$ cat src/rtl/fetch_unit.sv
// Program counter and fetch control feeding InstMem, with a one-entry skid
// register for stalls, branch/jump redirect with wrong-path squash, and an
// end-of-memory halt.
// Ports: clk, rst_n (sync, active low); i_stall; i_branch_taken,
//   i_branch_offset, i_jump_en, i_jump_target (redirect for inst at o_pc_id);
//   i_mem_instruction (registered InstMem data); o_address (pc to InstMem);
//   o_inst_id, o_pc_id, o_inst_valid (to decode); o_halted; o_addr_err.
module fetch_unit #(
    parameter int MEM_SIZE   = 64,
    parameter int RESET_PC   = 0,
    parameter int DELAY_SLOT = 0
) (
    input  logic        clk,
    input  logic        rst_n,
    input  logic        i_stall,
    input  logic        i_branch_taken,
    input  logic [15:0] i_branch_offset,
    input  logic        i_jump_en,
    input  logic [25:0] i_jump_target,
    input  logic [31:0] i_mem_instruction,
    output logic [31:0] o_address,
    output logic [31:0] o_inst_id,
    output logic [31:0] o_pc_id,
    output logic        o_inst_valid,
    output logic        o_halted,
    output logic        o_addr_err
);

    typedef enum logic [1:0] {S_RUN, S_STALL, S_HALT} state_t;

    localparam logic [31:0] LP_LAST  = 32'(MEM_SIZE - 1);
    localparam logic [31:0] LP_SIZE  = 32'(MEM_SIZE);
    localparam logic [31:0] LP_RESET = 32'(RESET_PC);

    state_t      r_state, w_state;
    logic [31:0] r_pc, w_pc;
    logic [31:0] r_pc_id, w_pc_id;
    logic        r_valid, w_valid;
    logic        r_halted, w_halted;
    logic        r_addr_err, w_addr_err;
    logic [31:0] r_skid, w_skid;
    logic        r_use_skid, w_use_skid;
    // Set while the delay-slot word is on o_inst_id; its redirect is ignored.
    logic        r_slot, w_slot;

    logic        w_fire;
    logic        w_hold;
    logic        w_redir;
    logic        w_bad;
    logic [31:0] w_pc1;
    logic [31:0] w_target;

    assign w_fire  = r_valid && !i_stall;
    assign w_hold  = r_valid && i_stall;
    assign w_redir = w_fire && !r_slot && (i_jump_en || i_branch_taken);
    assign w_pc1   = r_pc_id + 32'd1;
    assign w_target = i_jump_en ? {w_pc1[31:26], i_jump_target}
                                : w_pc1 + {{16{i_branch_offset[15]}},
                                           i_branch_offset};
    assign w_bad   = w_target >= LP_SIZE;

    always_ff @(posedge clk) begin
        if (!rst_n) begin
            r_state    <= S_RUN;
            r_pc       <= LP_RESET;
            r_pc_id    <= '0;
            r_valid    <= 1'b0;
            r_halted   <= 1'b0;
            r_addr_err <= 1'b0;
            r_skid     <= '0;
            r_use_skid <= 1'b0;
            r_slot     <= 1'b0;
        end else begin
            r_state    <= w_state;
            r_pc       <= w_pc;
            r_pc_id    <= w_pc_id;
            r_valid    <= w_valid;
            r_halted   <= w_halted;
            r_addr_err <= w_addr_err;
            r_skid     <= w_skid;
            r_use_skid <= w_use_skid;
            r_slot     <= w_slot;
        end
    end

    always_comb begin
        w_state    = r_state;
        w_pc       = r_pc;
        w_pc_id    = r_pc_id;
        w_valid    = r_valid;
        w_halted   = r_halted;
        w_addr_err = r_addr_err;
        w_skid     = r_skid;
        w_use_skid = r_use_skid;
        w_slot     = r_slot;
        if (w_hold) begin
            // InstMem moves on to word pc while held, so park the
            // current word; in HALT the memory output is already the
            // last word and needs no parking.
            if (r_state == S_RUN) begin
                w_skid     = i_mem_instruction;
                w_use_skid = 1'b1;
                w_state    = S_STALL;
            end
        end else if (w_redir) begin
            w_use_skid = 1'b0;
            w_pc_id    = r_pc;
            if (w_bad) begin
                w_state    = S_HALT;
                w_halted   = 1'b1;
                w_addr_err = 1'b1;
                w_valid    = 1'b0;
                w_slot     = 1'b0;
            end else begin
                w_pc     = w_target;
                w_state  = S_RUN;
                w_halted = 1'b0;
                // Delay slot word exists only if we were still fetching.
                w_valid  = (DELAY_SLOT != 0) && (r_state != S_HALT);
                w_slot   = (DELAY_SLOT != 0) && (r_state != S_HALT);
            end
        end else begin
            w_use_skid = 1'b0;
            if (w_fire) begin
                w_slot = 1'b0;
            end
            if (r_state == S_HALT) begin
                w_valid = 1'b0;
            end else begin
                w_pc_id = r_pc;
                w_valid = 1'b1;
                w_state = S_RUN;
                if (r_pc == LP_LAST) begin
                    w_state  = S_HALT;
                    w_halted = 1'b1;
                end else begin
                    w_pc = r_pc + 32'd1;
                end
            end
        end
    end

    assign o_address    = r_pc;
    assign o_inst_id    = r_use_skid ? r_skid : i_mem_instruction;
    assign o_pc_id      = r_pc_id;
    assign o_inst_valid = r_valid;
    assign o_halted     = r_halted;
    assign o_addr_err   = r_addr_err;

endmodule

$ cat config.mk
export PLATFORM = sky130hd
export DESIGN_NAME = fetch_unit
export DESIGN_NICKNAME = d
export VERILOG_FILES = /design/src/rtl/fetch_unit.sv
export SDC_FILE = /design/constraint.sdc
export NUM_CORES = 1
export LEC_CHECK = 0
export CAP_MARGIN = 20
export CORE_UTILIZATION = 35
export DETAILED_ROUTE_END_ITERATION = 8
export MAX_ROUTING_LAYER = met4
export PLACE_DENSITY = 0.69
export SYNTH_ARGS = -nofsm -noshare
export SYNTH_HDL_FRONTEND = slang
export SYNTH_SLANG_ARGS = --single-unit
export TNS_END_PERCENT = 100
$ cat constraint.sdc
create_clock -name clk -period 6.4 [get_ports clk]
set_input_delay 0.96 -clock clk [delete_from_list [all_inputs] [get_ports clk]]
set_output_delay 0.96 -clock clk [all_outputs]
set_load 0.05 [all_outputs]
==> run metrics, run 1 <==
critical path launch point type flop; root buf cell clkbuf_16; DIE WIDTH 151.8 µm; Tmin final about 5.6 ns; Sink Count between 100 and 150; Mapped Nets between 1000 and 1500; Post-CTS Setup Bufs 0; post-CTS resize count 0; Port Buffers 177; CTS Buf Count 9; fin. max-slew vios 0; total die area about 23000 µm²; Pleak around 0.0036 µW; Max Fclk 0.1773 GHz; number of nets still failing antenna checks after routing 0; Final GP Congestion 0.9881; Setup violations, final 0; worst r2r path cells 18; vias in the first global route between 8000 and 9000; CTS tree built; Area contributors post-synth dfxtp_1 26%, nand2_1 11%, a21oi_1 8.1%; H-Tree Depth 3; cell taking the most area after synthesis dfxtp_1; Design Power 1969 µW; average cell area after synthesis approximately 7 µm²; ys flop type dfxtp_1; pre-CTS setup slack 0.8802 ns; WL/cell between 15 and 20 µm; global-route wire length before repair approximately 46000 µm; final wirelength between 20000 and 30000 µm; Yosys cell types 66; initial core utilization between 30% and 40%; die span in y about 150 µm; skew final ~0.0098 ns; setup slack after layout 0.7597 ns; nets about 1300; GR Util All Layers about a quarter; Core Region approximately 22000 µm²; CP Data Arrival Time around 5.9 ns; Data required, critical path roughly 6.7 ns; RSZ-0062 raised after global routing no; Post-synth EDFFs 0; first-pass iteration count of the detailed router 5; Synth top area share 26.00%; DP Area 9857 µm²; n_diodes 0; Worst slew margin a little over two fifths; status finished clean; Row Count 54; insertion delay to the later sink of the worst-skew pair 0.36 ns; cell depth of the worst hold path 2; Power per Cell Area 192.7 nW/µm²; largest net degree at the start of global routing a little under 50; Ports ~180; Residual DRC 0; Mapped Cells ~1100; grt ovf 0; Layout area overhead 30.12%; Reg-to-Reg Start o_pc_id[0]$_SDFFE_PN0P_; clk slew on worst S/H paths around 0.080 ns; Tcrit/Tclk final 88.13%; Max Cap Viol 0; DP HPWL roughly 22000 µm; top-count cell post-synth nand2_1; Avg Vias per Cell 5.891; top cells by count, synth 239 x nand2_1, 127 x a21oi_1, 102 x dfxtp_1; via count of the routed design between 8000 and 9000; Starting DRT DRC Count approximately 650; crit path launch o_pc_id[0]$_SDFFE_PN0P_; CTS Hold Bufs 0; crit path kind flop to flop; worst hold path class flop to flop; fill cell count roughly 2300; setup TNS 0 ns; worst-margin pin slew between 0.8 and 0.9 ns; min-delay src r_skid[4]$_SDFFE_PN0P_; sequential share of the synthesized area between 20% and 30%; FF+latch count, synth between 100 and 150; Final Instance Area ~10000 µm²; Hold Fails Final Rpt 0; kind of end point of the critical path flop; maximum buffer depth of the clock tree 2; synthesized area roughly 8000 µm²; initial antenna violation count 0; critical path fanouts, max 32; peak supply drop ~0.15 mV; Ys Warns 0; Post-synth ARST share 0%; share of post-route cells with drive strength above 1 slightly above 7%
## metal layers
layer  global-route usage (%)  vias to the layer above  part of all wire, %
li1                         -                     4276                    -
met1                    33.40                     4213                   44
met2                    40.24                      390                   46
met3                    4.107                       51                  7.1
met4                    6.286                        0                  2.2
met5                        -                        -                    0
## kinds of logic after synthesis
kind of cell | Yosys count | synth area share (%)
buffers and inverters | 79 | 3.998
muxes | 44 | 6.164
DFF | 102 | 26.00
AOI/OAI and AO/OA | 314 | 25.06
xor gates and xnor gates | 50 | 5.575
adders and majority gates | 38 | 6.148
and+or+nand+nor | 462 | 27.06
## metrics by stage
stage / util (%) / instances / hold WS [ns]
global route: 46.69 / 1516 / 0.4710
global placement: 45.03 / 1499 / 0.4390
floorplan: - / 1089 / 0.4329
detailed placement: 45.03 / 1499 / 0.4445
CTS: 46.56 / 1515 / 0.4552
finish: 46.69 / 1516 / 0.4544
## flip-flops by register name (all words and copies together) (netlist names)
| register | flops |
|---|---|
| o_addr_err | 1 |
| o_address | 32 |
| o_halted | 1 |
| o_inst_valid | 1 |
| o_pc_id | 32 |
| r_skid | 32 |
| r_state | 2 |
| r_use_skid | 1 |
## cell usage in the layout (no fill, tap or decap), types with 10 or more instances in the layout
cell / synthesis / routed
ha_1: 37 / 37
nand2_1: 239 / 239
xor2_1: 11 / 11
nor4_1: 21 / 21
o22ai_1: 15 / 15
clkdlybuf4s50_1: 0 / 176
nor3_1: 29 / 28
o211ai_1: 18 / 18
inv_1: 14 / 14
and3_1: 10 / 10
a21oi_1: 127 / 127
buf_4: 0 / 16
o32ai_1: 16 / 16
nor2_1: 48 / 47
mux2_2: 35 / 35
nand3_1: 47 / 47
dfxtp_1: 102 / 102
a21o_1: 11 / 11
xnor2_1: 39 / 39
o21ai_0: 57 / 57
nand4_1: 29 / 29
## path summary, 6_finish.rpt
kind / end / slack (ns)
worst max-delay path: o_address[6]$_SDFFE_PN0P_ / 0.76
worst min-delay path: r_skid[4]$_SDFFE_PN0P_ / 0.45
worst max register to register: o_address[6]$_SDFFE_PN0P_ / 0.76
worst min register to register: r_skid[4]$_SDFFE_PN0P_ / 0.45
## final cells by class
class | count | area, µm² | share of cell area, %
Clock buffer | 9 | 225.2 | 2.203
Clock inverter | 7 | 111.4 | 1.089
Inverter | 16 | 60.06 | 0.5876
Multi-Input combinational cell | 908 | 5518 | 53.98
Sequential cell | 102 | 2042 | 19.98
Tap cell | 280 | 350.3 | 3.428
Timing Repair Buffer | 194 | 1914 | 18.73
## worst max-delay path: stages (launching register included)
cell,delay [ns]
dfxtp_1,0.42
ha_1,0.22
nand3_1,0.18
nor3_1,0.37
buf_4,0.27
and3_1,0.23
nand4_1,0.13
xnor2_1,0.16
ha_1,0.41
nand2_1,0.18
or3_1,0.48
a211o_1,0.39
a2111oi_0,0.42
a211oi_1,0.10
xnor2_1,0.58
nor2_1,0.19
a31oi_2,0.22
buf_4,0.38
o221a_1,0.25
## report_power, final
part / switching, µW / total, µW / internal, µW
registers: 49.3 / 716 / 667
logic: 394 / 619 / 225
clock network: 281 / 634 / 353
total: 724 / 1970 / 1250
Note: power is estimated with default switching activity, not from simulation.
==> run 2: changes to the inputs <==
CORE_MARGIN = 1   (was default)
==> results of run 2 <==
No change in the layout: final DEF, timing and power equal those of run 1.
